**config.mk**
```make
export PLATFORM = sky130hd
export DESIGN_NAME = line_clear_flat
export DESIGN_NICKNAME = d
export VERILOG_FILES = /design/src/rtl/tetris_pkg.sv /design/src/rtl/line_clear_if.sv /design/src/rtl/line_clear_row_collapse.sv /design/src/rtl/line_clear.sv /design/src/flat_wrapper.sv
export SDC_FILE = /design/constraint.sdc
export NUM_CORES = 1
export LEC_CHECK = 0
export BUFFER_PORTS_ARGS = -buffer_cell sky130_fd_sc_hd__buf_2
export CAP_MARGIN = 20
export CORE_MARGIN = 2
export CORE_UTILIZATION = 50
export CTS_BUF_LIST = sky130_fd_sc_hd__clkbuf_16
export DETAILED_ROUTE_END_ITERATION = 10
export GPL_TIMING_DRIVEN = 0
export PLACE_DENSITY = 0.74
export SKIP_LAST_GASP = 1
export SLEW_MARGIN = 15
export SYNTH_ARGS = -nofsm -noshare
export SYNTH_HDL_FRONTEND = slang
export SYNTH_SLANG_ARGS = --single-unit
export TNS_END_PERCENT = 5
```
**constraint.sdc**
```tcl
create_clock -name CLK -period 6.2 [get_ports CLK]
set_clock_uncertainty 0.15 [all_clocks]
set_input_delay 0.62 -clock CLK [delete_from_list [all_inputs] [get_ports CLK]]
set_output_delay 0.62 -clock CLK [all_outputs]
set_load 0.05 [all_outputs]
```
**src/rtl/tetris_pkg.sv**
```systemverilog
// Playfield geometry, FSM encoding and score limit shared by the line-clear path.
package tetris_pkg;
  localparam int MAP_W     = 8;
  localparam int MAP_H     = 16;
  localparam int MAP_BITS  = MAP_W * MAP_H;
  localparam int MAX_LINES = 99;

  localparam logic [1:0] ST_IDLE = 2'd0;
  localparam logic [1:0] ST_SCAN = 2'd1;
  localparam logic [1:0] ST_DONE = 2'd2;

  function automatic logic [6:0] row_base(input logic [3:0] y);
    return 7'(y) * 7'(MAP_W);
  endfunction
endpackage

```
**src/rtl/line_clear_if.sv**
```systemverilog
// Lock-event request and cleaned-map response bundle between placement and scoring.
interface line_clear_if;
  import tetris_pkg::*;

  logic                start;
  logic [MAP_BITS-1:0] map_in;
  logic                busy;
  logic                done;
  logic [MAP_BITS-1:0] map_out;
  logic [4:0]          lines_cleared;
  logic [9:0]          lines_total;
  logic                top_out;

  modport master (output start, map_in,
                  input  busy, done, map_out, lines_cleared, lines_total, top_out);
  modport slave  (input  start, map_in,
                  output busy, done, map_out, lines_cleared, lines_total, top_out);
endinterface

```
**src/rtl/line_clear_row_collapse.sv**
```systemverilog
// Removes row y: rows 0..y-1 shift down one, row 0 becomes empty, rows below y untouched.
module row_collapse
  import tetris_pkg::*;
(
  input  logic [MAP_BITS-1:0] i_map,
  input  logic [3:0]          i_y,
  output logic [MAP_BITS-1:0] o_map
);
  for (genvar r = 0; r < MAP_H; r++) begin : g_row
    if (r == 0) begin : g_top
      assign o_map[0 +: MAP_W] = '0;
    end else begin : g_body
      assign o_map[r*MAP_W +: MAP_W] = (4'(r) <= i_y) ? i_map[(r-1)*MAP_W +: MAP_W]
                                                      : i_map[r*MAP_W +: MAP_W];
    end
  end
endmodule

```
**src/rtl/line_clear.sv**
```systemverilog
// Bottom-up full-row removal, one row examined per clock; results publish on a single done cycle.
module line_clear
  import tetris_pkg::*;
#(
  parameter int MAXL = MAX_LINES
) (
  input  logic         CLK,
  input  logic         reset,
  line_clear_if.slave  bus
);
  logic [1:0]          r_state;
  logic [MAP_BITS-1:0] r_work;
  logic [3:0]          r_y;
  logic [4:0]          r_k;
  logic [MAP_BITS-1:0] r_map_out;
  logic [4:0]          r_lines;
  logic [9:0]          r_total;
  logic                r_top;

  logic [MAP_BITS-1:0] w_collapsed;
  logic [MAP_W-1:0]    w_row;
  logic                w_full;
  logic [10:0]         w_sum;
  logic [9:0]          w_total_sat;

  row_collapse u_collapse (
    .i_map (r_work),
    .i_y   (r_y),
    .o_map (w_collapsed)
  );

  assign w_row       = r_work[row_base(r_y) +: MAP_W];
  assign w_full      = &w_row;
  // Sum is one bit wider than the total so a large k can never wrap below the limit.
  assign w_sum       = 11'(r_total) + 11'(r_k);
  assign w_total_sat = (w_sum > 11'(MAXL)) ? 10'(MAXL) : w_sum[9:0];

  always_ff @(posedge CLK or negedge reset) begin
    if (!reset) begin
      r_state   <= ST_IDLE;
      r_work    <= '0;
      r_y       <= '0;
      r_k       <= '0;
      r_map_out <= '0;
      r_lines   <= '0;
      r_total   <= '0;
      r_top     <= 1'b0;
    end else begin
      case (r_state)
        ST_IDLE: if (bus.start) begin
          r_work  <= bus.map_in;
          r_y     <= 4'(MAP_H - 1);
          r_k     <= '0;
          r_state <= ST_SCAN;
        end
        ST_SCAN: begin
          if (w_full) begin
            // y holds so the row that just dropped into place is examined next.
            r_work <= w_collapsed;
            r_k    <= r_k + 5'd1;
          end else if (r_y != 4'd0) begin
            r_y <= r_y - 4'd1;
          end else begin
            r_map_out <= r_work;
            r_lines   <= r_k;
            r_top     <= |r_work[MAP_W-1:0];
            r_total   <= w_total_sat;
            r_state   <= ST_DONE;
          end
        end
        ST_DONE: r_state <= ST_IDLE;
        default: r_state <= ST_IDLE;
      endcase
    end
  end

  assign bus.busy          = (r_state != ST_IDLE);
  assign bus.done          = (r_state == ST_DONE);
  assign bus.map_out       = r_map_out;
  assign bus.lines_cleared = r_lines;
  assign bus.lines_total   = r_total;
  assign bus.top_out       = r_top;
endmodule

```
**src/flat_wrapper.sv**
```systemverilog
// flat-port wrapper written by rule: the top's interface ports become plain ports
module line_clear_flat import tetris_pkg::*;
#(
  parameter int MAXL = MAX_LINES
)
  (CLK, reset, bus_start, bus_map_in, bus_busy, bus_done, bus_map_out, bus_lines_cleared, bus_lines_total, bus_top_out);
  line_clear_if bus_i ();
  input  logic CLK;
  input  logic reset;
  input wire logic [$bits(bus_i.start)-1:0] bus_start;
  input wire logic [$bits(bus_i.map_in)-1:0] bus_map_in;
  output wire logic [$bits(bus_i.busy)-1:0] bus_busy;
  output wire logic [$bits(bus_i.done)-1:0] bus_done;
  output wire logic [$bits(bus_i.map_out)-1:0] bus_map_out;
  output wire logic [$bits(bus_i.lines_cleared)-1:0] bus_lines_cleared;
  output wire logic [$bits(bus_i.lines_total)-1:0] bus_lines_total;
  output wire logic [$bits(bus_i.top_out)-1:0] bus_top_out;
  assign bus_i.start = bus_start;
  assign bus_i.map_in = bus_map_in;
  assign bus_busy = bus_i.busy;
  assign bus_done = bus_i.done;
  assign bus_map_out = bus_i.map_out;
  assign bus_lines_cleared = bus_i.lines_cleared;
  assign bus_lines_total = bus_i.lines_total;
  assign bus_top_out = bus_i.top_out;
  line_clear #(.MAXL(MAXL)) u_core (.CLK(CLK), .reset(reset), .bus(bus_i));
endmodule
```
== After elaboration in Yosys (flattened, before gate mapping) ==
Cells that the tools add are included.

* Multipliers: 0
* Bitwise operators: 2
* Shift operators: 1
* Multiplexer cells: 30
* Add/subtract/negate cells: 3
* Divide/modulo/power cells: 0
* $lt $le $gt $ge: 16
* Reduce and logical (&&, ||, !) cells: 25
* Eq/ne operators: 22

{| class="wikitable"
|+ Operators with widths
! kind !! number
|-
| $mux 128 || 2
|-
| $pmux 128 s2 || 1
|-
| $shiftx 128x8->8 || 1
|-
| $mux 8 || 15
|-
| $reduce_and 4->1 || 16
|-
| $ne 2x2->1 const B || 18
|-
| $le 4x4->1 const A || 8
|-
| $le 3x4->1 const A || 4
|-
| $mux 4 || 3
|-
| $add 10x5->11 || 1
|-
| $gt 11x7->1 const B || 1
|-
| $mux 10 || 1
|-
| $mux 5 || 2
|-
| $pmux 5 s2 || 1
|-
| $reduce_and 3->1 || 3
|-
| $le 2x4->1 const A || 2
|-
| $pmux 4 s2 || 1
|-
| $reduce_and 8->1 || 1
|-
| $reduce_or 8->1 || 1
|-
| $mux 2 || 3
|-
| $add 5x1->5 const B || 1
|-
| $le 1x4->1 const A || 1
|-
| $ne 2x1->1 const B || 2
|-
| $pmux 2 s2 || 1
|-
| other kinds (7) || 9
|}

* Register bits: 283
* Memory bits (read-only): 0
* Memories kept: 0
* Output and inout bits: 146
* Bits in writable memories: 0
* Latch bits: 0

== Longest topological paths before layout ==
Gate-level depths: netlist (run 1).

* Depth after elaboration: 4
* Gate-level depth with buffers: 14
* Depth with buffers taken out: 11

== Modules after synthesis ==
From an unflattened synthesis (run 1), not the netlist that was laid out.

* Cell total of the unflattened synthesis: 1072
* Area total of the unflattened synthesis: 14213.6 um^2

{| class="wikitable"
|+ Modules (own cells, without submodules)
! module !! area each (um^2) !! times used !! cells an instance
|-
| line_clear || 12589.6 || 1 || 920
|-
| row_collapse || 1624.1 || 1 || 152
|}

== Worst setup path before layout (run 1) ==
OpenSTA, ideal clock, no wires.

* Path type: flip-flop to flip-flop
* Start point: register u_core.r_y[0]
* End point: register u_core.r_lines[4] (netlist: u_core.bus.lines_cleared[4])
* Arrival: 2.634 ns
* Period minus slack after synthesis: 2.908 ns
* Cell stages (with the launch flop): 13
* Setup slack: 3.292 ns
* Data required time: 5.925 ns
* Cells stage by stage: dfrtp_1 buf_6 buf_4 clkinv_1 a41oi_1 a31oi_1 nand4_1 or4_1 buf_4 nand3_4 buf_8 buf_6 mux2_2

* Cells in the longest elaborated chain, start to end: 4
* Elaborated cells between the ends (all ways): 6
* Classes of those cells: 1 x shift; 2 x bitwise; 3 x reduce/logical

{| class="wikitable"
|+ Ends and longest elaborated chain
! what !! line !! RTL
|-
| from (decl) || line_clear.sv:13 || <nowiki>logic [3:0] r_y;</nowiki>
|-
| from (signal assigned) || line_clear.sv:52 || <nowiki>r_y <= 4'(MAP_H - 1);</nowiki>
|-
| from (signal assigned) || line_clear.sv:62 || <nowiki>r_y <= r_y - 4'd1;</nowiki>
|-
| $shiftx 128x8->8 || line_clear.sv:32 || <nowiki>assign w_row = r_work[row_base(r_y) +: MAP_W];</nowiki>
|-
| $reduce_and 8->1 || line_clear.sv:33 || <nowiki>assign w_full = &w_row;</nowiki>
|-
| $not 1->1 (no line) || n/a ||
|-
| $reduce_and 3->1 (no line) (*) || n/a ||
|-
| to (signal assigned) || line_clear.sv:65 || <nowiki>r_lines <= r_k;</nowiki>
|-
| to (decl) || line_clear.sv:16 || <nowiki>logic [4:0] r_lines;</nowiki>
|}

Mark *: on every way between the ends. The rest lies on a longest branch, timed or not.
A chain may end at the register's enable or synchronous reset.

== Worst setup path after layout (run 1) ==
* Start point: register u_core.r_y[0]
* End point: register u_core.r_lines[3] (netlist: u_core.bus.lines_cleared[3])

The elaborated chain is that of the path after synthesis.

==> results of run 1 <==
-- cell usage after synthesis, types with 9 or more instances --
cell,number
inv_1,12
nand2b_1,10
nor4_1,9
mux2i_1,26
o22a_1,9
dfrtp_1,283
ha_1,10
buf_4,14
a31oi_1,37
nand2_1,216
nor3_1,14
mux2_2,126
nor2_1,46
mux2_1,48
o21ai_0,30
nand4_1,20
nand3_1,20
buf_6,16
clkbuf_1,30
o221a_2,16
a21oi_1,43
-- power by group through the flow --
stage                     combinational (mW)  clock [mW]  sequential, mW
after floorplan                         1.97           0            4.43
after global placement                  4.23           0            3.39
after detailed placement                4.31           0            3.42
after CTS                               4.34        1.66            3.39
after global routing                    4.62        1.73            3.50
final                                   4.34        1.64            3.41
-- registers in the layout (all words and copies together), names as in the netlist --
name	flops
u_core.bus.lines_cleared	5
u_core.bus.lines_total	10
u_core.bus.map_out	128
u_core.bus.top_out	1
u_core.r_k	5
u_core.r_state	2
u_core.r_work	128
u_core.r_y	4
-- worst max-delay path, cell delays in order (launching register included) --
cell and delay [ns]:
dfrtp_1 0.45, buf_6 0.19, buf_4 0.23, clkinv_1 0.36, a41oi_1 0.32, nand4_1 0.19, or4_1 0.50, buf_4 0.20
nand3_4 0.12, buf_8 0.21, buf_6 0.21, mux2_2 0.35
-- worst max path at each step --
stage | from | endpoint | slack (ns) | cells past startpoint
2_1_floorplan | u_core.r_y[0]$_DFFE_PN0P_ | u_core.bus.lines_cleared[4]$_DFFE_PN0P_ | 3.29 | 12
3_3_place_gp | reset | u_core.r_work[21]$_DFFE_PN0P_ | -0.81 | 1
3_5_place_dp | u_core.r_y[0]$_DFFE_PN0P_ | u_core.bus.lines_cleared[2]$_DFFE_PN0P_ | 2.64 | 11
4_1_cts | u_core.r_y[0]$_DFFE_PN0P_ | u_core.bus.lines_cleared[3]$_DFFE_PN0P_ | 2.61 | 11
5_1_grt | u_core.r_y[0]$_DFFE_PN0P_ | u_core.r_k[1]$_DFFE_PN0P_ | 2.45 | 11
6_report | u_core.r_y[0]$_DFFE_PN0P_ | u_core.bus.lines_cleared[3]$_DFFE_PN0P_ | 2.57 | 11
-- final cells by class --
class                           count  area, sq um  area share [%]
Timing Repair Buffer              279         1460            9.04
Clock inverter                     19          105           0.652
Tap cell                          335          419            2.60
Buffer                             67          449            2.79
Inverter                           13         48.8           0.303
Sequential cell                   283         7080            44.0
Clock buffer                       31          776            4.82
Multi-Input combinational cell    794         5770            35.8
-- layer usage --
| layer | part of all wire, % | up-vias | global-route usage [%] | wire length (microns) |
|---|---|---|---|---|
| met5 | 0.028 | - | 0 | 11 |
| li1 | - | 4794 | - | - |
| met2 | 48 | 502 | 45.1 | 18700 |
| met3 | 7.9 | 78 | 5.34 | 3110 |
| met1 | 42 | 5247 | 37.4 | 16500 |
| met4 | 2.5 | 2 | 8.36 | 965 |
-- stage by stage --
stage	hold WS [ns]	instance area [sq um]	TNS (ns)	setup WS (ns)	util (%)
final	0.139	16100	0	2.57	61.6
after global routing	0.150	16100	0	2.45	61.6
after CTS	0.127	16100	0	2.61	61.6
after detailed placement	0.326	15200	0	2.64	58.2
after global placement	0.318	15200	-222.32	-0.811	58.0
after floorplan	0.174	13400	0	3.29	-
-- logic make-up (layout without fill, tap and decap cells) --
family,after synthesis,count (layout)
AND/OR/NAND/NOR,380,380
flip-flops,283,283
multiplexers,216,216
AO/OA/AOI/OAI,182,182
buffers and inverters,80,409
adder cells (fa/ha/maj),11,11
XOR/XNOR,5,5
==> results.cfg, run 1 <==
[hold_path]
worstHoldStart = bus_map_in[4]
hold_class = input pin to register
whs_endpoint = u_core.r_work[4]$_DFFE_PN0P_
whs_path_depth = 3

[worst_setup_path]
r2r_cells = 11
ff2ff_setup_slack_ns = 2.57
rr_startpoint = u_core.r_y[0]$_DFFE_PN0P_
cp_data_required_time_ns = 6.47
arrival_ns = 3.91
crit_fanout = 10
end_kind = register
crit_type = register to register
rr_endpoint = u_core.bus.lines_cleared[3]$_DFFE_PN0P_
worstSetupStartpointType = register

[place]
globalplace.congestion = 0.927
dp_hpwl_microns = 29400
io_buffers = 276
place_inst = 1770

[clock_network]
cts_hold_buffers = 1
cts_buffers = 30
ctsResizeCount = 0
clockBufferDepth = 3
htree_levels = 1
cts_root_buffer = clkbuf_16
cts_setup_buffers = 0
insertion_delay_ns = 0.55
clock_sinks = 283
cts_tree = built
clk_pin_slew_ns = 0.06

[logic_synthesis]
syn_nets = 1299
synth_edf_count = 0
synthCells = 1157
synth_compound_area_share_pct = 9.56
synth_flop_cell = dfrtp_1
synth-async-reset-ratio_pct = 100
synth_mux_area_share_pct = 19.0
synthXorXnorAreaFrac_pct = 0.328
synth_area_per_cell_sq_um = 11.5
synth-simple-area-share_pct = 13.3
yosysWarnings = 0
synth.top_cell.area_share_pct = 53.0
synth_cell_types = 65
syn_area_sq_um = 13400
yosysTopAreaCell = dfrtp_1
synth_top_family_by_area = multiplexers
synth-seq-cells = 283
ys_seq_area_share_pct = 53.0
synthAdderAreaFrac_pct = 1.09
synth_area_leaders = dfrtp_1 (53%), mux2_2 (11%), nand2_1 (6.1%)

[drt]
via_per_inst = 5.83
wirelength_microns = 39200
vias = 10600
dr.pass1.iters = 9
wire_per_inst_microns = 21.5
ant_nets = 0
drt_iter0_markers = 1031
drc = 18

[pwr]
worst_ir_drop_vdd_mv = 0.365
powerDensity_nw_per_um2 = 583
power.leakage_nw = 8.11
power_frac_clock_pct = 17.4
sw_frac_of_total_pct = 46.6
power_frac_seq_pct = 36.3
pwr-share-comb_pct = 46.2
internal-power_mw = 5.02
power_mw = 9.39
p_sw_mw = 4.38

[timing]
fin_crit_ns = 3.63
max-slew-margin-rel_pct = 43.9
post-route-period-util_pct = 58.6
finalHoldViolations = 0
worst_slew_pin_slew_ns = 0.841
rsz0062_at_grt = no
fmax_mhz = 275
report.final.slew_viol_count = 0
setup_viol = 0

[grt]
grt_pass1_wl_microns = 59800
antenna_found_initial = 1
gr-usage-all-layers_pct = 27.5
overflow = 0
grt_max_degree = 108
grt_pass1_vias = 10400

[floorplan]
initial_core_util_pct = 51.1
die_h_microns = 167
rows = 59
die_x_microns = 167
core_sq_um = 26100
boundaryPins = 277
die_area_sq_um = 28000

[status]
violations = design-rule violations
status = finished with violations

[finish]
mostFrequentLayoutCell = dfrtp_1
nets = 1610
area_growth_pct = 20.6
fillCellCount = 2140
most-common-layout-cells = dfrtp_1 (283), buf_2 (277), nand2_1 (216), mux2_2 (126), mux2_1 (48)
antennaDiodeCount = 0
drive_above_1_share_pct = 35.3
stdcell_count = 1821

[flow_run]
maxCapViolations = 0
Note: power is estimated with default switching activity, not from simulation.
==> run 2, diff against run 1 <==
- ABC_AREA: default -> 1
- PLACE_DENSITY: 0.74 -> 0.76
- clock period: 6.2 -> 3.3 ns (I/O delays scaled with it)
==> results.cfg, run 2 <==
[pwr]
powerDensity_nw_per_um2 = 1190
worst_ir_drop_vdd_mv = 0.589
power_mw = 20.9
power.leakage_nw = 9.46

[floorplan]
die_area_sq_um = 29900
rows = 61
core_sq_um = 27900
die_h_microns = 173
die_x_microns = 173
initial_core_util_pct = 51.1
boundaryPins = 277

[drt]
drt_iter0_markers = 1906
via_per_inst = 5.70
wire_per_inst_microns = 20.7
ant_nets = 0
vias = 14900
drc = 0
wirelength_microns = 54200
dr.pass1.iters = 7

[logic_synthesis]
synth_cell_types = 33
syn_area_sq_um = 14300
synthCells = 1871
yosysTopAreaCell = dfrtp_1
synthXorXnorAreaFrac_pct = 0.368
synth_flop_cell = dfrtp_1
synth_compound_area_share_pct = 10.1
synth.top_cell.area_share_pct = 49.6
syn_nets = 2013
synth-simple-area-share_pct = 30.2
synth-async-reset-ratio_pct = 100
synth-seq-cells = 283
ys_seq_area_share_pct = 49.6
yosysWarnings = 0
synth_area_per_cell_sq_um = 7.63
synth_edf_count = 0
synth_mux_area_share_pct = 0
synthAdderAreaFrac_pct = 1.02
synth_area_leaders = dfrtp_1 (50%), nand2_1 (20%), o21ai_0 (5.7%)
synth_top_family_by_area = simple AND/OR/NAND/NOR gates
yosysMostFrequentCell = nand2_1
synthTopCellsByCount = nand2_1 (759), dfrtp_1 (283), o21ai_0 (163), inv_1 (159), nand4_1 (125)

[worst_setup_path]
cp_data_required_time_ns = 3.64
crit_top_cell = nand2_1
crit_fanout = 10
crit_buf_inv = 4
path_cells = inv_1 -> nand2_1 -> clkdlybuf4s15_1 -> nand2_2 -> clkbuf_2 -> clkbuf_1 -> nand4_1 -> nand2_1
cpMaxStageDelayCell = clkdlybuf4s15_1
critPathMaxStageDelay_ns = 0.57
crit_type = register to register
end_kind = register
arrival_ns = 3.55
worstSetupStartpointType = register
cp_top_family = buffers and inverters

[timing]
holdWs_ns = -0.00737
finalHoldViolations = 1
fin_crit_ns = 3.20
post-route-period-util_pct = 97.1
max-slew-margin-rel_pct = 35.7
rsz0062_at_grt = no
worst_slew_pin_slew_ns = 0.963
report.final.slew_viol_count = 0
fmax_mhz = 312
setup_viol = 0

[finish]
antennaDiodeCount = 0
fin_util_pct = 62.9
mostFrequentLayoutCell = nand2_1
drive_above_1_share_pct = 18.7
most-common-layout-cells = nand2_1 (759), buf_2 (298), dfrtp_1 (283), inv_1 (164), o21ai_0 (163)
nets = 2354
area_growth_pct = 22.9
stdcell_count = 2613

[grt]
grt_pass1_vias = 14000
overflow = 0
grt_max_degree = 108
gr-usage-all-layers_pct = 35.4
grt_pass1_wl_microns = 82000
antenna_found_initial = 0

[place]
globalplace.congestion = 1.02
io_buffers = 275
dp_hpwl_microns = 39700
place_inst = 2526

[clock_network]
cts_buffers = 30
cts_root_buffer = clkbuf_16
cts_setup_buffers = 0
insertion_delay_ns = 0.57
clock_sinks = 283
cts_tree = built
htree_levels = 1
clockBufferDepth = 3
clk_pin_slew_ns = 0.06

[status]
status = finished with violations
violations = negative hold slack

[hold_path]
hold_class = input pin to register

[flow_run]
maxCapViolations = 0
==> run 2: cell types whose count changed after synthesis, sizes merged, moves of 71 or more <==
cell / previous run / this run
nand3: 25 / 96
mux2: 182 / 0
o21ai: 32 / 264
nand4: 20 / 125
inv: 12 / 168
nand2: 218 / 760
==> run 2: layer usage <==
| metal | GRT usage, % | vias up | routed length [microns] |
|---|---|---|---|
| li1 | - | 6763 | - |
| met1 | 48.6 | 7035 | 21600 |
| met2 | 54.3 | 926 | 24100 |
| met3 | 8.07 | 166 | 6120 |
| met4 | 14.7 | 0 | 2380 |
| met5 | 0 | - | 0 |
==> run 2: final timing paths <==
kind,cells past startpoint,start,endpoint,slack (ns)
max reg2reg,8,u_core.r_state[1]$_DFFE_PN0P_,u_core.r_work[97]$_DFFE_PN0P_,0.1
max,8,u_core.r_state[1]$_DFFE_PN0P_,u_core.r_work[97]$_DFFE_PN0P_,0.1
max in group asynchronous,3,reset,u_core.bus.lines_total[0]$_DFFE_PN0P_,1.73
min,5,bus_map_in[89],u_core.r_work[89]$_DFFE_PN0P_,-0.007
min reg2reg,2,u_core.r_work[27]$_DFFE_PN0P_,u_core.r_work[27]$_DFFE_PN0P_,0.32
min in group asynchronous,2,reset,u_core.bus.map_out[16]$_DFFE_PN0P_,0.26
==> run 2: logic make-up (layout without fill, tap and decap cells) <==
kind of cell / after synthesis / in the layout
AO/OA/AOI/OAI: 283 / 283
AND/OR/NAND/NOR: 1008 / 1008
XOR/XNOR: 6 / 6
flip-flops: 283 / 283
buffers and inverters: 280 / 644
adder cells (fa/ha/maj): 11 / 11
==> run 2: worst reg2reg max path, delay by kind of cell (launching register included) <==
| family | cells | cell delay (ns) |
|---|---|---|
| buf+inv | 4 | 1.54 |
| simple gates | 4 | 1.10 |
| flops | 1 | 0.37 |
==> run 2: per-stage QoR <==
step | area, sq um | setup WS (ns) | hold slack (ns) | setup TNS, ns
after global placement | 16100 | -3.45 | 0.303 | -970.04
after floorplan | 14300 | 0.768 | -0.116 | 0
final | 17600 | 0.0972 | -0.00737 | 0
after detailed placement | 16200 | 0.125 | 0.291 | 0
after global routing | 17600 | 0.0312 | 0.0265 | 0
after CTS | 17500 | 0.107 | 0.000159 | 0
==> run 2: cell type report <==
class,instances,area [sq um]
buffer,110,624
inverter,170,638
clock buffer,31,776
fill,2524,10400
multi-input combinational,1308,5950
timing repair buffer,309,1760
clock inverter,24,255
sequential,283,7080
tap,378,473
==> run 2: where the power goes <==
group          switching [mW]  internal, mW
combinational            8.81          2.74
sequential              0.934          4.88
clock                    1.47          2.09
total                    11.2          9.72
==> run 2: repair_timing <==
item | in CTS | in global routing
hold endpoints to repair | 129 | 0
resized for setup | 0 | 9
setup endpoints to repair | 0 | 130
hold buffers | 31 | 0
==> run 3, diff against run 2 <==
- PLACE_DENSITY: 0.76 -> 0.78
- SETUP_SLACK_MARGIN: default -> 0.3
==> results.cfg, run 3 (synthesized netlist as in run 2, its figures left out) <==
[timing]
report.final.slew_viol_count = 0
finalHoldViolations = 2
fin_crit_ns = 3.06
fmax_mhz = 327
post-route-period-util_pct = 92.7
max-slew-margin-rel_pct = 40.3
setup_viol = 0
worst_slew_pin_slew_ns = 0.894
holdWs_ns = -0.00666
rsz0062_at_grt = yes

[finish]
mostFrequentLayoutCell = nand2_1
fin_util_pct = 62.3
most-common-layout-cells = nand2_1 (759), buf_2 (292), dfrtp_1 (283), inv_1 (165), o21ai_0 (163)
area_growth_pct = 21.8
fillCellCount = 2579
nets = 2343
drive_above_1_share_pct = 18.9
final_area_sq_um = 17400
stdcell_count = 2604

[worst_setup_path]
arrival_ns = 3.41
crit_fanout = 11
cp_data_required_time_ns = 3.65
ff2ff_setup_slack_ns = 0.24
end_kind = register
crit_buf_inv = 5
worstSetupStartpointType = register
cpMaxStageDelayCell = dfrtp_1
crit_type = register to register
critPathMaxStageDelay_ns = 0.44
path_cells = clkbuf_4 -> inv_2 -> buf_4 -> nand3_1 -> nand2_1 -> nand2_1 -> nand2_1 -> a21oi_1 -> nor2_1 -> nand2_1 -> nand3_4 -> buf_6 -> buf_4 -> nand4_1 -> nand2_1
cp_top_family = simple AND/OR/NAND/NOR gates
crit_top_cell = nand2_1

[place]
io_buffers = 275
placed_area_sq_um = 16200
dp_hpwl_microns = 40300
globalplace.congestion = 0.999
place_inst = 2526

[grt]
use_met2_pct = 55.1
top_usage_layer = met2
met3_usage_pct = 8.82
grt_pass1_wl_microns = 83300
use_met1_pct = 48.6
grt_max_degree = 107
overflow = 0
grt_pass1_vias = 14600
antenna_found_initial = 0
gr-usage-all-layers_pct = 36.0

[drt]
drc = 0
via_per_inst = 5.75
ant_nets = 0
vias = 15000
wire_per_inst_microns = 21.1
wirelength_microns = 55000
drt_iter0_markers = 1970
dr.pass1.iters = 7

[clock_network]
htree_levels = 1
clk_pin_slew_ns = 0.06
cts_buffers = 30
cts_root_buffer = clkbuf_16
insertion_delay_ns = 0.57
cts_tree = built
clock_sinks = 283
clockBufferDepth = 3

[floorplan]
core_sq_um = 27900
initial_core_util_pct = 51.1
die_h_microns = 173
boundaryPins = 277
die_x_microns = 173
die_area_sq_um = 29900
rows = 61

[flow_run]
maxCapViolations = 0

[hold_path]
hold_class = input pin to register

[pwr]
powerDensity_nw_per_um2 = 1190
power.leakage_nw = 9.42
worst_ir_drop_vdd_mv = 0.677

[status]
status = finished with violations
violations = negative hold slack
[run 3: changes by cell type in the layout (fill, tap and decap cells not counted), moves of 4 or more]
| cell | before | now |
|---|---|---|
| dlygate4sd3_1 | 31 | 19 |
| buf_2 | 298 | 292 |
| clkbuf_2 | 2 | 8 |
| clkbuf_1 | 40 | 35 |
| clkinv_1 | 6 | 11 |
| buf_6 | 5 | 9 |
[run 3: per-layer routing]
layer  routed length, microns  vias up
li1                         -     6743
met5                        0        -
met4                     2750        0
met3                     6080      185
met2                    24400      999
met1                    21800     7036
[run 3: worst reg2reg max path, delay by kind of cell (launching register included)]
kind | cells | cell delay (ns)
flops | 1 | 0.44
compound gates | 1 | 0.05
buf+inv | 5 | 1.10
simple gates | 9 | 1.25
[run 3: cell type report]
| cell class | instances | area [sq um] | area share, % |
|---|---|---|---|
| Buffer | 110 | 656 | 3.77 |
| Multi-Input combinational cell | 1308 | 5960 | 34.2 |
| Antenna cell | 1 | 2.50 | 0.0144 |
| Tap cell | 378 | 473 | 2.72 |
| Inverter | 170 | 638 | 3.67 |
| Sequential cell | 283 | 7080 | 40.7 |
| Timing Repair Buffer | 298 | 1650 | 9.46 |
| Clock inverter | 25 | 170 | 0.978 |
| Clock buffer | 31 | 776 | 4.46 |
[run 3: what timing repair did]
item / CTS / global route
endpoints found under the hold margin: 90 / 0
resized for setup: 5 / 23
hold buffers: 19 / 0
buffers inserted: 0 / 2
setup endpoints to repair: 184 / 274
[run 3: final timing paths]
| check | from | to | cells after the start |
|---|---|---|---|
| worst max-delay path | u_core.r_y[0]$_DFFE_PN0P_ | u_core.r_work[98]$_DFFE_PN0P_ | 15 |
| worst min-delay path | bus_map_in[56] | u_core.r_work[56]$_DFFE_PN0P_ | 5 |
| worst max register to register | u_core.r_y[0]$_DFFE_PN0P_ | u_core.r_work[98]$_DFFE_PN0P_ | 15 |
| worst min register to register | u_core.r_work[80]$_DFFE_PN0P_ | u_core.r_work[80]$_DFFE_PN0P_ | 2 |
| max in group asynchronous | reset | u_core.r_work[50]$_DFFE_PN0P_ | 3 |
| min in group asynchronous | reset | u_core.bus.map_out[19]$_DFFE_PN0P_ | 2 |
[run 3: power breakdown]
group	internal [mW]	switching [mW]
clock	1.85	1.44
combinational	2.76	8.89
sequential	4.88	0.940
total	9.50	11.3
[run 3: stage by stage]
step / TNS, ns / hold WS (ns) / power [mW] / setup slack [ns]
after floorplan: 0 / -0.116 / 13.3 / 0.768
after global placement: -956.71 / 0.303 / 16.8 / -3.42
after detailed placement: 0 / 0.201 / 17.0 / 0.132
after CTS: 0 / 0.000830 / 20.4 / 0.214
after global routing: 0 / 0.0327 / 21.8 / 0.190
final: 0 / -0.00666 / 20.8 / 0.242
